--- src/rtl/dm_access_pkg.sv ---
// Shared types and defaults for the data-memory access controller.
package dm_access_pkg;

    typedef enum logic [1:0] {
        IDLE  = 2'b00,
        ISSUE = 2'b01,
        WAIT  = 2'b10,
        DONE  = 2'b11
    } dm_state_e;

    localparam int unsigned DM_TIMEOUT = 64;
    localparam int unsigned DM_CNT_W   = 7;

endpackage

--- src/rtl/dm_timeout_cnt.sv ---
// Response-wait counter; hit_o flags the last permitted WAIT cycle.
module dm_timeout_cnt
    import dm_access_pkg::*;
#(
    parameter int unsigned TIMEOUT = DM_TIMEOUT,
    parameter int unsigned CNT_W   = DM_CNT_W
) (
    input  logic clk_i,
    input  logic rst_ni,
    input  logic clr_i,
    input  logic en_i,
    output logic hit_o
);

    logic [CNT_W-1:0] cnt_q;

    always_ff @(posedge clk_i or negedge rst_ni) begin
        if (!rst_ni) begin
            cnt_q <= '0;
        end else if (clr_i) begin
            cnt_q <= '0;
        end else if (en_i) begin
            cnt_q <= cnt_q + 1'b1;
        end
    end

    assign hit_o = (cnt_q == CNT_W'(TIMEOUT - 1));

endmodule

--- src/rtl/dm_access_ctrl.sv ---
// EX/DM memory-stage access controller; Done_DM holds or advances the latch.
module dm_access_ctrl
    import dm_access_pkg::*;
#(
    parameter int unsigned TIMEOUT = DM_TIMEOUT,
    parameter int unsigned CNT_W   = DM_CNT_W
) (
    input  logic        clk,
    input  logic        rst,
    input  logic        EXDM_MemRead,
    input  logic        EXDM_MemWrt,
    input  logic [15:0] EXDM_ALU,
    input  logic [15:0] EXDM_RTData,
    output logic        mem_en,
    output logic        mem_wr,
    output logic [15:0] mem_addr,
    output logic [15:0] mem_wdata,
    input  logic        mem_stall,
    input  logic        mem_done,
    input  logic [15:0] mem_rdata,
    output logic        Done_DM,
    output logic [15:0] DM_rdata,
    output logic        DM_err
);

    dm_state_e   state_q;
    logic        en_q;
    logic        wr_q;
    logic [15:0] addr_q;
    logic [15:0] wdata_q;
    logic [15:0] rdata_q;
    logic        err_q;
    logic        req;
    logic        bad;
    logic        hit;

    assign req = EXDM_MemRead | EXDM_MemWrt;
    assign bad = (EXDM_MemRead & EXDM_MemWrt) | EXDM_ALU[0];

    dm_timeout_cnt #(
        .TIMEOUT (TIMEOUT),
        .CNT_W   (CNT_W)
    ) u_cnt (
        .clk_i  (clk),
        .rst_ni (rst),
        .clr_i  (state_q == ISSUE),
        .en_i   (state_q == WAIT),
        .hit_o  (hit)
    );

    always_ff @(posedge clk or negedge rst) begin
        if (!rst) begin
            state_q <= IDLE;
            en_q    <= 1'b0;
            wr_q    <= 1'b0;
            addr_q  <= '0;
            wdata_q <= '0;
            rdata_q <= '0;
            err_q   <= 1'b0;
        end else begin
            unique case (state_q)
                IDLE: begin
                    if (req && bad) begin
                        err_q   <= 1'b1;
                        state_q <= DONE;
                    end else if (req) begin
                        addr_q  <= EXDM_ALU;
                        wdata_q <= EXDM_RTData;
                        wr_q    <= EXDM_MemWrt;
                        en_q    <= 1'b1;
                        state_q <= ISSUE;
                    end
                end
                ISSUE: begin
                    if (!mem_stall) begin
                        en_q    <= 1'b0;
                        state_q <= WAIT;
                    end
                end
                WAIT: begin
                    if (mem_done) begin
                        if (!wr_q) rdata_q <= mem_rdata;
                        state_q <= DONE;
                    end else if (hit) begin
                        err_q   <= 1'b1;
                        state_q <= DONE;
                    end
                end
                DONE: begin
                    err_q   <= 1'b0;
                    state_q <= IDLE;
                end
            endcase
        end
    end

    assign mem_en    = en_q;
    assign mem_wr    = wr_q;
    assign mem_addr  = addr_q;
    assign mem_wdata = wdata_q;
    assign DM_rdata  = rdata_q;
    assign Done_DM   = ((state_q == IDLE) & ~req) | (state_q == DONE);
    assign DM_err    = (state_q == DONE) & err_q;

endmodule

--- config.mk ---
export PLATFORM = sky130hd
export DESIGN_NAME = dm_access_ctrl
export DESIGN_NICKNAME = d
export VERILOG_FILES = /design/src/rtl/dm_access_pkg.sv /design/src/rtl/dm_timeout_cnt.sv /design/src/rtl/dm_access_ctrl.sv
export SDC_FILE = /design/constraint.sdc
export NUM_CORES = 1
export LEC_CHECK = 0
export CAP_MARGIN = 25
export CORE_UTILIZATION = 35
export DETAILED_ROUTE_END_ITERATION = 12
export GPL_TIMING_DRIVEN = 0
export PLACE_DENSITY = 0.68
export SLEW_MARGIN = 20
export SYNTH_ARGS = -nofsm -noshare
export SYNTH_HDL_FRONTEND = slang
export SYNTH_SLANG_ARGS = --single-unit
--- constraint.sdc ---
create_clock -name clk -period 3 [get_ports clk]
set_clock_uncertainty 0.2 [all_clocks]
set_input_delay 0.6 -clock clk [delete_from_list [all_inputs] [get_ports clk]]
set_output_delay 0.6 -clock clk [all_outputs]
set_load 0.01 [all_outputs]
======== Word level (Yosys, flattened, before mapping) ========
Cells that the tools add are included.
Widths: inputs -> output; s select.
storage, ports and cells
  input port bits ......................... 54
  output and inout port bits .............. 52
  word-level logic and storage cells ...... 56
  register bits ........................... 60
operators by class
  reduce and logical (&&, ||, !) cells .... 10
  add/subtract/negate cells ............... 1
  equal/unequal tests ..................... 12
  muxes and demuxes ....................... 16
  bitwise gates (word level) .............. 9
operator list
  operator             number
  $mux 7               2
  $ne 2x2->1 const B   6
  $mux 2               5
  $reduce_and 3->1     3
  $pmux 2 s4           1
  $reduce_and 4->1     2
  $add 7x1->7 const B  1
  $eq 7x6->1 const B   1
  $mux 1               6
  $ne 3x3->1 const B   2
  $eq 2x2->1 const B   2
  $reduce_bool 2->1    2
  $and 1x1->1          3
  $not 1->1            3
  $or 1x1->1           3
  $pmux 1 s3           1
  $reduce_bool 3->1    1
  $eq 2x1->1 const B   1
  $logic_not 2->1      1
  $pmux 1 s2           1
  $logic_and 1x1->1    1

======== Longest topological paths before layout ========
  word-level depth ........................ 5
  mapped depth ............................ 7
  gate-level depth less buffers ........... 6

======== Cells and area by module ========
Synthesis repeated with hierarchy kept, for this count alone.
second synthesis, totals
  cell total of the unflattened synthesis .. 170
  area total of the unflattened synthesis .. 2492.4 µm²
modules (own cells, without submodules)
  module          sequential area each (µm²)  area each (µm²)  times used  cells an instance
  dm_access_ctrl  1326.3                      2168.3           1           140
  dm_timeout_cnt  175.2                       324.1            1           30

======== Worst setup path after synthesis ========
Ideal clock, no wire load.
  path type ............................... register -> output
  start ................................... register state_q[0]
  end ..................................... output Done_DM
  required time ........................... 2.200 ns
  cell stages (with the launch flop) ...... 5
  data arrival time ....................... 1.122 ns
  path slack .............................. 1.078 ns
  cell sequence ........................... dfrtp_1 -> inv_1 -> ha_1 -> nor3b_1 -> or2_2
on the way
  longest elaborated chain between the ends .. 3
  elaborated cells between the ends (all ways) .. 4
RTL lines
  what                    line                   text
  start, declared         dm_access_ctrl.sv:26   dm_state_e state_q;
  start signal, assigned  dm_access_ctrl.sv:53   state_q <= IDLE;
  start signal, assigned  dm_access_ctrl.sv:65   state_q <= DONE;
  start signal, assigned  dm_access_ctrl.sv:71   state_q <= ISSUE;
  $logic_not 2->1         dm_access_ctrl.sv:102  assign Done_DM = ((state_q == IDLE) & ~req) | (state_q == DONE);
  $and 1x1->1             dm_access_ctrl.sv:102
  $or 1x1->1 *            dm_access_ctrl.sv:102
  end, declared           dm_access_ctrl.sv:21   output logic Done_DM,
Mark *: on every way between the ends. The rest lies on a longest branch, timed or not.

======== Worst setup path in the final report ========
  start ................................... input EXDM_MemRead
  end ..................................... output Done_DM
on the way
  longest elaborated chain between the ends .. 4
RTL lines
  what             line                   text
  start, declared  dm_access_ctrl.sv:10   input logic EXDM_MemRead,
  $or 1x1->1       dm_access_ctrl.sv:37   assign req = EXDM_MemRead | EXDM_MemWrt;
  $not 1->1        dm_access_ctrl.sv:102
  $and 1x1->1      dm_access_ctrl.sv:102
  $or 1x1->1       dm_access_ctrl.sv:102
No other way between the ends.

==> results by stage <==
Yosys:
- Summing the areas of all fa, ha and maj instances in the mapped netlist gives 3.44% of the synthesized area.
- The xor/xnor share of the synthesized area is 0.344%.
- The number of synthesis warnings is 0.
- The cell type with the largest total area after synthesis is dfrtp_1.
- The multiplexer area fraction after synthesis is 22.9%.
- The primary flip-flop cell chosen by synthesis mapping is dfrtp_1.
- The register bit count reported by yosys is 60.
- After technology mapping, the gate count stands at 186.
- The area share of the largest cell type after synthesis is 58.9%.
- The number of different library cells used by synthesis comes to 29.
- The dominant combinational cell family by area after synthesis is multiplexers.
- Summing the areas of all and, or, nand and nor instances in the mapped netlist gives 5.94% of the synthesized area.
- By area the synthesized netlist is led by dfrtp_1 (59%), mux2_2 (21%), ha_1 (3.4%).
- The synthesized netlist devotes 5.20% of its cell area to compound gates.
- Counting instances in the post-synthesis netlist gives the leading cell types as dfrtp_1 (60), mux2_2 (48), inv_1 (10), ha_1 (7).
- The synthesized netlist occupies a cell area of 2550 sq um.
- The library cell with the highest instance count after synthesis is dfrtp_1.
- The async set-reset flop share out of synthesis is 100%.
- The mean area per synthesized cell is 13.7 sq um.
- Sequential elements use 58.9% of the synthesized area.
- The number of synthesized flops with an enable pin is 0.
- The synthesized netlist net count is 247.

Placement:
- The count of buffers added on input and output ports is 105.
- The placed wire-length estimate after detailed placement is 3920 um.
- The congestion estimate from routability-driven global placement came to 0.795.
- The total placed instance area is 3740 sq um.
- Prior to clock tree synthesis, the placed netlist has a worst setup slack of 112 ps.

Clock tree:
- The clock reaches the later pin of the worst-skew pair after 330 ps.
- Buffers inserted during clock tree synthesis total 9.
- The clock drives 60 sinks.
- The number of hold buffers added after CTS was 0.
- Clock-pin slew was measured on the worst setup and hold paths at 60 ps.
- The clock passes through at most 2 buffers.
- In this run the post-CTS setup repair buffer count came out at 0.
- The cell sitting at the root of the clock tree is a clkbuf_8.
- The H-tree was split into 3 levels.
- TritonCTS built the clock tree.

Setup path:
- The critical path class is in2out.
- The maximum fanout count along the critical path is 6.
- The startpoint class of the critical path is an input port.
- The worst setup path is captured at an output pin.
- For the worst setup path, the data arrival time is 2030 ps.
- Data on the critical path is required at its endpoint by 2200 ps.
- The launch point of the critical path is EXDM_MemRead.
- The worst flop-to-flop path startpoint is state_q[0].

Timing:
- The max-slew violation total from the final report was 0.
- Setup repair after global routing left no endpoint under its margin.
- The routed design could run at a clock period as short as 2830 ps.
- The maximum frequency from static timing analysis is 0.354 GHz.
- The number of failing setup endpoints in the final timing report is 0.
- The headroom to the max-slew limit is 72.6%.
- Dividing the final minimum period by the clock period gives 94.2%.
- The setup total negative slack is 0 ps.
- The actual slew at the worst max-slew pin is 411 ps.
- The worst path meets setup with 173 ps of slack.
- The number of hold-slack violations in the final timing report came to 4.
- The minimum hold slack is -7.05 ps.

Detailed routing:
- The routed layout has 1,872 vias.
- The count of unresolved DRC violations after routing is 0.
- The post-detailed-route count of antenna-violating nets is 0.
- Wires add up to 5370 um.
- The routed via count divided by cell count is 4.63.
- The detailed-routing iteration count for the pre-antenna-repair pass is 4.
- In this run, the number of DRC markers left after iteration 0 of detailed routing was 58.
- The routed length per placed instance is 13.3 um.

Finish:
- The sequential cells in the finished layout cover a total of 1500 sq um.
- For this run, the post-layout net count is 364.
- The area of all placed cells without fillers is 3950 sq um.
- Of the cells placed in the final design, the portion with a size suffix greater than 1 is 23.7%.
- The area of the multi-input gates is 968 sq um.
- The number of antenna diodes in the final layout is 0.
- The area growth from synthesis to final layout is 54.8%.
- The filler cells instantiated in the layout total 624.
- The final standard cell utilization of the core is 57.1%.

Floorplan:
- The effective utilization at floorplan is 36.9%.
- The I/O pin count is 106.
- The core area is 6910 sq um.
- Measured along the y axis, the die boundary spans 87.3 um.
- The overall die area is 7630 sq um.
- The die width is 87.3 um.
- The site row count is 30.

Outcome:
- The final reports fail on hold timing.
- The run finished, with violations left.

Min path:
- The type of the worst min-delay path is in2async.

GRT:
- The pin count of the biggest net entering global routing is 32.
- The remaining global-route overflow is 0.
- The wire length of the first global-routing pass is 8680 um.
- The global-route total usage across every layer is 15.0%.
- The initial antenna violation count is 0.
- The via count of the first global-routing pass is 1,897.

Power:
- The leakage power figure is 1.67 nW.
- In this run the power density over the cells is 1000 nW/um^2.
- The highest ir drop seen on vdd is 0.000608 V.

Flow run:
- Across the run, the number of max-cap violations was 0.
-- timing repair --
action                                  in CTS  in global routing
resized for setup                            0                  1
endpoints found under the setup margin       0                  1
endpoints found under the hold margin        0                  0
-- metal layers --
metal | global-route usage, % | vias up | routed length [um]
met2 | 23.2 | 73 | 2510
met5 | 0 | - | 0
met1 | 19.0 | 907 | 2370
li1 | - | 882 | -
met4 | 7.15 | 0 | 93
met3 | 4.93 | 10 | 390
-- final timing paths --
path / to / slack, ps / depth (start not counted)
worst max-delay path: Done_DM / 170 / 4
min in group clk: mem_addr[8] / 290 / 1
worst max register to register: DM_rdata[7] / 900 / 5
worst min register to register: mem_addr[8] / 290 / 1
max in group asynchronous: mem_addr[2] / 2100 / 2
worst min-delay path: DM_rdata[1] / -7 / 1
-- per-stage QoR --
stage          power, mW  instances
3_3_place_gp        3.20        387
4_1_cts             4.01        404
3_5_place_dp        3.25        388
6_report            3.95        404
5_1_grt             4.22        404
2_1_floorplan       2.31        186
-- cells by family (layout without fill, tap and decap cells) --
group,count (synthesis),after routing
flops,60,60
mux,52,52
simple gates,28,28
compound gates,22,22
buf+inv,16,138
fa+ha+maj,7,7
xor+xnor,1,1
-- registers in the layout, summed over array words and instances (netlist names) --
register	cells
mem_en	1
DM_rdata	16
mem_wr	1
state_q	2
u_cnt.cnt_q	7
mem_wdata	16
mem_addr	16
err_q	1
-- area by class of cell --
| class | count | area share, % |
|---|---|---|
| clock buffers | 12 | 3.93 |
| flip-flops and latches | 60 | 38.1 |
| plain buffers | 6 | 1.17 |
| multi-input cells | 110 | 24.5 |
| clock inverters | 4 | 1.21 |
| repair buffers | 106 | 27.1 |
| well taps | 96 | 3.04 |
| inverters | 10 | 0.951 |
-- placed cells by master, fill, tap and decap left out, types with 2 or more instances in the layout --
master           count
o21a_1               2
nand3_1              5
dfrtp_1             60
nand3b_1             2
nor3b_1              2
clkinv_2             2
o22ai_1              5
nor2_1               6
inv_1               10
ha_1                 7
mux2i_1              2
clkdlybuf4s50_1    104
nand2_1              5
buf_6                3
clkbuf_8            11
a21oi_1              5
clkbuf_1             3
mux2_2              48
mux2_1               2
nor2b_1              2
o21ai_0              6
-- where the power goes --
| group | leakage (nW) | switching, mW | total [mW] | internal [mW] |
|---|---|---|---|---|
| Clock | 0.102 | 0.310 | 0.737 | 0.426 |
| Sequential | 0.713 | 0.212 | 1.42 | 1.20 |
| Combinational | 0.856 | 0.701 | 1.80 | 1.10 |
| Total | 1.67 | 1.22 | 3.95 | 2.73 |
-- critical path, stage by stage --
cell	delay (ps)
clkdlybuf4s50_1	590
nor3b_2	80
or2_2	270
clkdlybuf4s50_1	480
Power figures use the tool's default switching activity.
==> variant: new RTL, config.mk and constraints unchanged <==
Encoding of `dm_state_e`: now one-hot (4 bits for 4 states).
--- a/src/rtl/dm_access_pkg.sv
+++ b/src/rtl/dm_access_pkg.sv
@@ -1,11 +1,11 @@
 // Shared types and defaults for the data-memory access controller.
 package dm_access_pkg;
 
-    typedef enum logic [1:0] {
-        IDLE  = 2'b00,
-        ISSUE = 2'b01,
-        WAIT  = 2'b10,
-        DONE  = 2'b11
+    typedef enum logic [3:0] {
+        IDLE  = 4'b0001,
+        ISSUE = 4'b0010,
+        WAIT  = 4'b0100,
+        DONE  = 4'b1000
     } dm_state_e;
 
     localparam int unsigned DM_TIMEOUT = 64;
Formal check against the unedited RTL: same outputs for any inputs over 10 cycles, from zero or initial values and one cycle with rst low; not proved beyond that.
==> variant against the original RTL <==
Die area increased by 2.2%; area after synthesis increased by 2.3%; global-route usage decreased by 0.15 points; sequential share of layout area increased by 0.78 points; core utilization decreased by 1.7 points; sequential cell count increased by 2; routed wire length increased by 3.4%; hold slack improved by 310 ps; worst setup slack improved by 30 ps; first-iteration DRC count increased by 21%; combinational power decreased by 17%; power decreased by 13%; cell area increased by 1.3%; critical path type unchanged; highest routed layer unchanged.
==> variant: results (changes against the original RTL) <==
Status
  – Status: finished clean

Synthesis
  – Syn nets: 235 (-4.9%)
  – Cells after Synth: 180 (-3.2%)
  – Mux contribution to synthesized area: 21.5% (-1.4 points)
  – Synth Area in Compound Gates: 5.47% (+0.27 points)
  – Synth cell types: 41 (+41%)
  – Post-Synth XOR/XNOR Area: 0.672% (+0.33 points)
  – Async set or reset register ratio after synthesis: 100% (unchanged)
  – Seq/Total Area, Yosys: 59.6% (+0.67 points)
  – Area contributors post-synth: dfrtp_1 59%, mux2_2 21%, a211oi_1 1.2%
  – Synth cell count leaders: 61 x dfrtp_1, 48 x mux2_2, 8 x nand2_1
  – Adder-Cell Fraction of Synth Area: 0.864% (-2.6 points)
  – Synth warn: 0 (unchanged)

Global routing
  – Vias in the first global route: 1837 (-3.2%)
  – M3 GR Usage: 7.46% (+2.5 points)
  – Pin count of the biggest net entering global routing: 47 (+47%)
  – Total track usage: 14.9% (-0.15 points)
  – Met1 Use GR: 18.8% (-0.28 points)
  – Grt met2 use: 22.2% (-1.1 points)
  – First-pass GRT wire length: 8670 um (-0.16%)

Placement
  – GPL Wtd Cong: 0.788 (-0.94%)
  – Port buffer count: 105 (unchanged)
  – Post-placement cell count: 385 (-0.77%)
  – Final HPWL DP: 4000 um (+1.9%)

Route
  – Vias: 1902 (+1.6%)
  – DRT iter0 DRCs: 70 (+21%)
  – DRT Pass-1 Iters: 4 (unchanged)
  – Final WL: 5550 um (+3.4%)
  – DR WL/cell: 13.8 um (+3.6%)

Min path
  – Worst hold path class: reg -> reg

Layout
  – Final nets: 354 (-2.7%)
  – Share of layout cells above drive strength 1: 27.6% (+3.9 points)

Power and ir drop
  – Max VDD drop: 0.000484 V (-20%)
  – LEAKAGE: 1.74 nW (+4.2%)

Timing
  – Relative slew slack: 56.5% (-16 points)

Clock network
  – H-tree depth: 3 (unchanged)
  – TritonCTS Buffers: 9 (unchanged)

Critical path
  – CP Max Fanout: 5 (-1)
## variant: final timing paths
check                      slack (ps)      endpoint        start
hold reg to reg                   310   DM_rdata[7]  DM_rdata[7]
max in group asynchronous        1630  DM_rdata[12]          rst
setup reg to reg                  660  mem_wdata[8]   state_q[3]
setup / recovery                  200       Done_DM  EXDM_MemWrt
hold / removal                    310   DM_rdata[7]  DM_rdata[7]
min in group asynchronous         480         err_q          rst
## variant: worst max-delay path: stages
cell and delay, ps:
dlygate4sd2_1 300, or4b_2 690, a211oi_2 230, buf_2 170
## variant: cells by family after synthesis
group | after synthesis
multiplexers | 50
buffers and inverters | 12
adder cells (fa/ha/maj) | 2
flip-flops | 62
AO/OA/AOI/OAI | 19
XOR/XNOR | 2
AND/OR/NAND/NOR | 33
## variant: stage by stage
| step | setup slack, ps | util, % | area (um2) | setup TNS, ps | total power [mW] |
|---|---|---|---|---|---|
| floorplan | 524 | - | 2610 | 0 | 2.04 |
| global placement | -1040 | 52.4 | 3780 | -63970 | 2.81 |
| detailed placement | -545 | 52.8 | 3810 | -545 | 2.84 |
| CTS | 61.8 | 55.3 | 3990 | 0 | 3.51 |
| global route | 89.7 | 55.4 | 4000 | 0 | 3.68 |
| finish | 204 | 55.4 | 4000 | 0 | 3.46 |
## variant: layout make-up
type,instances,area (um2)
Tap cell,99,124
Inverter,2,7.51
Timing Repair Buffer,109,1090
Fill cell,644,3220
Clock buffer,12,145
Buffer,9,57.6
Multi-Input combinational cell,106,995
Sequential cell,62,1550
Clock inverter,4,22.5
## variant: layer usage
metal / routed length (um) / part of all wire, % / vias to the layer above
met2: 2630 / 47 / 62
met5: 0 / 0 / -
met4: 35 / 0.63 / 0
met1: 2380 / 43 / 947
li1: - / - / 889
met3: 503 / 9.1 / 4
## variant: report_power, final
| part | internal (mW) | switching [mW] | total [mW] |
|---|---|---|---|
| Sequential | 1.17 | 0.163 | 1.33 |
| Clock | 0.318 | 0.307 | 0.626 |
| Combinational | 0.934 | 0.563 | 1.50 |
## variant: repair_timing
action                                 CTS  global route
gates resized for setup                  6             1
buffers inserted                         1             1
pin swaps                                1             1
setup endpoints to repair                1             1
hold buffers                             1             0
endpoints found under the hold margin   15             0
gates cloned                             0             0
